File: config.mk
export PLATFORM = sky130hd
export DESIGN_NAME = game_controller
export DESIGN_NICKNAME = d
export VERILOG_FILES = /design/src/rtl/game_controller.sv
export SDC_FILE = /design/constraint.sdc
export NUM_CORES = 1
export LEC_CHECK = 0
export BUFFER_PORTS_ARGS = -buffer_cell sky130_fd_sc_hd__buf_2
export CORE_UTILIZATION = 60
export DETAILED_ROUTE_END_ITERATION = 16
export PLACE_DENSITY = 0.85
export SYNTH_ARGS = -nofsm -noshare
export SYNTH_HDL_FRONTEND = slang
export SYNTH_SLANG_ARGS = --single-unit
File: constraint.sdc
create_clock -name tick -period 3.9 [get_ports tick]
set_input_delay 0.78 -clock tick [delete_from_list [all_inputs] [get_ports tick]]
set_output_delay 0.78 -clock tick [all_outputs]
set_load 0.02 [all_outputs]
File: src/rtl/game_controller.sv
// game_controller: round sequencer for the calculator game.
// Drives the state code and seed into the question generator, times the
// player's answer, checks it against the generator's result and keeps
// score, lives, streak and level until the lives run out.
module game_controller #(
  parameter int unsigned     TIME_LIMIT     = 100,
  parameter int unsigned     START_LIVES    = 3,
  parameter int unsigned     LEVEL_UP_COUNT = 4,
  parameter int unsigned     MAX_LEVEL      = 3,
  parameter logic [27:0]     SEED_INIT      = 28'h5A5A5A5
) (
  input  logic        tick,
  input  logic        reset_n,
  input  logic        start,
  input  logic        enter,
  input  logic [9:0]  answer,
  input  logic        gen_done,
  input  logic [9:0]  result,
  output logic [3:0]  state,
  output logic [2:0]  level,
  output logic [27:0] seed_out,
  output logic [7:0]  score,
  output logic [1:0]  lives,
  output logic [7:0]  time_left,
  output logic        correct,
  output logic        wrong,
  output logic        game_over
);

  // Encoding is fixed: the generator decodes GEN (2) directly.
  typedef enum logic [3:0] {
    S_IDLE  = 4'd0,
    S_ARM   = 4'd1,
    S_GEN   = 4'd2,
    S_ASK   = 4'd3,
    S_CHECK = 4'd4,
    S_RIGHT = 4'd5,
    S_WRONG = 4'd6,
    S_OVER  = 4'd7
  } state_t;

  localparam logic [7:0] TL      = 8'(TIME_LIMIT);
  localparam logic [1:0] LIVES0  = 2'(START_LIVES);
  localparam logic [7:0] LVL_CNT = 8'(LEVEL_UP_COUNT);
  localparam logic [2:0] LVL_MAX = 3'(MAX_LEVEL);

  state_t      state_q, state_d;
  logic [27:0] lfsr_q, seed_q;
  logic        gen_first_q;
  logic [9:0]  expected_q, answer_q;
  logic [7:0]  time_left_q, score_q, streak_q;
  logic [1:0]  lives_q;
  logic [2:0]  level_q;
  logic        enter_gen;
  logic        streak_hit;

  // A fresh GEN dwell starts on any transition into GEN from another state.
  assign enter_gen  = (state_d == S_GEN) && (state_q != S_GEN);
  assign streak_hit = (streak_q + 8'd1) == LVL_CNT;

  // State register.
  always_ff @(posedge tick or negedge reset_n) begin
    if (!reset_n) state_q <= S_IDLE;
    else          state_q <= state_d;
  end

  // Next-state logic; unused encodings fall back to IDLE.
  always_comb begin
    state_d = state_q;
    case (state_q)
      S_IDLE:  if (start) state_d = S_ARM;
      S_ARM:   state_d = S_GEN;
      // gen_done is ignored on the first GEN tick so the generator always
      // sees at least two ticks of state==2, even if its flag is stale.
      S_GEN:   if (gen_done && !gen_first_q) state_d = S_ASK;
      S_ASK: begin
        if (enter)                   state_d = S_CHECK;
        else if (time_left_q == 8'd1) state_d = S_WRONG;
      end
      S_CHECK: state_d = (answer_q == expected_q) ? S_RIGHT : S_WRONG;
      S_RIGHT: state_d = S_GEN;
      S_WRONG: state_d = (lives_q <= 2'd1) ? S_OVER : S_GEN;
      S_OVER:  if (start) state_d = S_ARM;
      default: state_d = S_IDLE;
    endcase
  end

  // Free-running LFSR (taps 28,25); seed captured only on entry to GEN so it
  // stays frozen for the whole generator dwell.
  always_ff @(posedge tick or negedge reset_n) begin
    if (!reset_n) begin
      lfsr_q <= SEED_INIT;
      seed_q <= SEED_INIT;
    end else begin
      lfsr_q <= {lfsr_q[26:0], lfsr_q[27] ^ lfsr_q[24]};
      if (enter_gen) seed_q <= lfsr_q;
    end
  end

  // Question handshake: latch the expected result, run the answer timer,
  // capture the player's answer.
  always_ff @(posedge tick or negedge reset_n) begin
    if (!reset_n) begin
      gen_first_q <= 1'b0;
      expected_q  <= '0;
      answer_q    <= '0;
      time_left_q <= '0;
    end else begin
      gen_first_q <= enter_gen;
      if (state_q == S_GEN && state_d == S_ASK) begin
        expected_q  <= result;
        time_left_q <= TL;
      end else if (state_q == S_ASK) begin
        if (enter)                    answer_q    <= answer;
        else if (time_left_q == 8'd1) time_left_q <= 8'd0;
        else                          time_left_q <= time_left_q - 8'd1;
      end
    end
  end

  // Game bookkeeping: score, lives, streak and level.
  always_ff @(posedge tick or negedge reset_n) begin
    if (!reset_n) begin
      score_q  <= '0;
      lives_q  <= LIVES0;
      level_q  <= 3'd1;
      streak_q <= '0;
    end else begin
      case (state_q)
        S_ARM: begin
          score_q  <= '0;
          lives_q  <= LIVES0;
          level_q  <= 3'd1;
          streak_q <= '0;
        end
        S_RIGHT: begin
          if (score_q != 8'hFF) score_q <= score_q + 8'd1;
          if (streak_hit) begin
            streak_q <= '0;
            if (level_q < LVL_MAX) level_q <= level_q + 3'd1;
          end else begin
            streak_q <= streak_q + 8'd1;
          end
        end
        S_WRONG: begin
          streak_q <= '0;
          lives_q  <= lives_q - 2'd1;
        end
        default: ;
      endcase
    end
  end

  // Pulses are state decodes, so correct/wrong are mutually exclusive and
  // exactly one tick wide.
  assign state     = state_q;
  assign level     = level_q;
  assign seed_out  = seed_q;
  assign score     = score_q;
  assign lives     = lives_q;
  assign time_left = time_left_q;
  assign correct   = (state_q == S_RIGHT);
  assign wrong     = (state_q == S_WRONG);
  assign game_over = (state_q == S_OVER);

endmodule

==> impl_metrics.ini <==
[status]
status = complete, no violations

[clock_network]
ctsHoldBuffers = 0
clock-sinks = 110
cts-resized-gates = 0
root_buffer = clkbuf_8
postCtsSetupBuffers = 0
htree_num_levels = 3
clkTransAtPathRegs_ps = 110
clock_latency_ps = 380
clk_path_buf_depth = 2
cts_tree = yes
cts_buffers = 9

[power_and_ir_drop]
p_sw_w = 0.000779
p_leak_nw = 2.68
seqPwrFrac = 0.551
p_int_w = 0.00173
vdd_drop_max_mv = 0.260
p_comb_frac = 0.175
sw_frac_of_total = 0.311
pwr-share-clk = 0.274
powerDensity_nw_per_um2 = 472

[finish]
diodes = 0
multi_input_area_um2 = 1720
drive_gt1_frac = 0.381
seq_area_um2 = 2790
syn2layout_area_growth_pct = 15.8
final_nets = 464
fill_cells = 502
layout_common_cells = 79 x dfrtp_1, 79 x buf_2, 33 x nor2_1

[timing]
min_period_over_period = 0.747
hold_viol = 0
fmax_mhz = 343
finalSetupTns_ps = 0
tightest_slew_ps = 1010
setup_viol = 0
min_period_ps = 2910
slew_violations = 0
whs_ps = 376
slew_headroom = 0.323
grt_setup_unrepaired = no
fin_worst_skew_ps = 11.5

[route]
route.detailed.drc = 0
routedWlPerCell_um = 15.8
drt_pass1_iterations = 4
drtIter0Drc = 121
routed-via-count = 3005
drt-total-wl_um = 8470
viasPerCell = 5.60
ant_nets = 0

[setup_path]
crit_fanout = 15
critPathCaptureType = primary output
worst_ep_required_time_ps = 3120
critPathLaunchType = register
crit_type = reg2out
cp_data_arrival_time_ps = 2130

[logic_synthesis]
synth_async_sr_flop_share = 1.00
synthXorXnorAreaFrac = 0.0325
synth-compound-area-share = 0.0687
synth.distinct_cells = 52
synthAdderAreaFrac = 0.0164
synthCells = 351
synth_ff_type = dfrtp_1
syn_area_per_cell_um2 = 13.1
syn-cell-area_um2 = 4590
synth_top_family_by_area = multiplexers
synth.area.mux_share = 0.134
ys_seq_area_frac = 0.608
synthSimpleGateAreaFrac = 0.119
synth_edf_count = 0
yosysWarnings = 0
synth_fp_nets = 382
ys_top_cells_by_area = dfrtp_1 43%, dfstp_2 18%, mux2_1 5.2%
synth_area_leader_cell = dfrtp_1
synth-seq-cells = 110
synth_top_area_share = 0.431

[floorplan]
pin_count = 81
die-area_um2 = 8000
die_y_um = 89.4
start_util = 0.626
fp.coreArea_um2 = 7330
die_w_um = 89.4
rows = 31

[grt]
gr-total-overflow = 0
grt_usage = 0.240
grt_max_degree = 59
grt_pass1_wl_um = 14000
antenna_found_initial = 0
grt_pass1_vias = 2927

[placed_design]
routabilityCongestion = 0.836
hpwl_um = 5860
io_buffers = 80

[job]
max_cap_viol_count = 0

[hold_path]
worstHoldPathType = reg2reg
## power groups by stage
stage / combinational, W / sequential, W / clock [W]
detailed placement: 0.000443 / 0.00140 / 0
CTS: 0.000444 / 0.00138 / 0.000707
floorplan: 0.000283 / 0.00142 / 0
finish: 0.000440 / 0.00138 / 0.000686
global route: 0.000493 / 0.00140 / 0.000752
global placement: 0.000427 / 0.00139 / 0
## worst max-delay path: stages (launching register included)
cell	delay [ps]
dfrtp_1	660
nand2b_1	270
or2_1	420
inv_2	210
buf_2	200
## worst paths after layout
path	start	endpoint	slack (ps)	depth (start not counted)
worst max-delay path	state[2]	correct	990	4
worst min-delay path	lfsr_q[23]	lfsr_q[24]	380	0
worst max register to register	state[2]	seed_out[3]	1370	7
worst min register to register	lfsr_q[23]	lfsr_q[24]	380	0
max in group asynchronous	reset_n	lfsr_q[16]	2670	2
min in group asynchronous	reset_n	time_left[7]	430	1
## per-stage QoR
step / power (W) / std cells / util / instance area (um^2) / setup WS (ps)
3_3_place_gp: 0.00182 / 521 / 0.695 / 5100 / 1290
5_1_grt: 0.00265 / 537 / 0.725 / 5310 / 874
4_1_cts: 0.00253 / 537 / 0.725 / 5310 / 999
3_5_place_dp: 0.00185 / 521 / 0.695 / 5100 / 1230
6_report: 0.00251 / 537 / 0.725 / 5310 / 985
2_1_floorplan: 0.00170 / 351 / - / 4590 / 1520
## area by class of cell
cell class	count	share of cell area
tap	99	0.0233
timing repair buffer	83	0.0824
inverter	7	0.00495
clock buffer	9	0.0233
clock inverter	7	0.0172
sequential	110	0.525
multi-input combinational	222	0.323
## flip-flops by register name, summed over array words and instances (netlist names)
signal	cells
lives	2
score	8
lfsr_q	28
answer_q	10
seed_out	28
gen_first_q	1
time_left	8
level	3
expected_q	10
state	4
streak_q	8
## cell usage after synthesis, types with 2 or more instances
cell type,count
dfrtp_1,79
nor2_1,33
dfstp_2,31
mux2_1,21
mux2_2,18
xor2_1,14
nor3_1,12
nand3_1,11
nand2_1,10
mux2_4,9
o21ai_1,9
a21oi_1,7
buf_2,6
ha_1,6
nand2b_1,6
nand4_1,6
and3_1,5
inv_1,5
nor4_1,5
o21ai_0,5
a211o_1,4
mux2i_1,4
a31oi_1,3
a32o_1,3
and2_1,3
clkbuf_1,3
o31ai_1,3
xnor2_1,3
buf_4,2
inv_2,2
nand2_2,2
## per-layer routing
layer	up-vias	share of wire	GRT usage
met5	-	0	0
met4	0	0.015	0.0996
met3	10	0.051	0.0637
met2	82	0.49	0.380
met1	1484	0.44	0.318
li1	1429	-	-
## cell families after synthesis
logic type / Yosys count
XOR/XNOR: 17
AO/OA/AOI/OAI: 43
buffers and inverters: 19
multiplexers: 52
adder cells (fa/ha/maj): 6
other: 1
AND/OR/NAND/NOR: 103
flip-flops: 110
No activity file was read; power rests on OpenSTA's default activity.
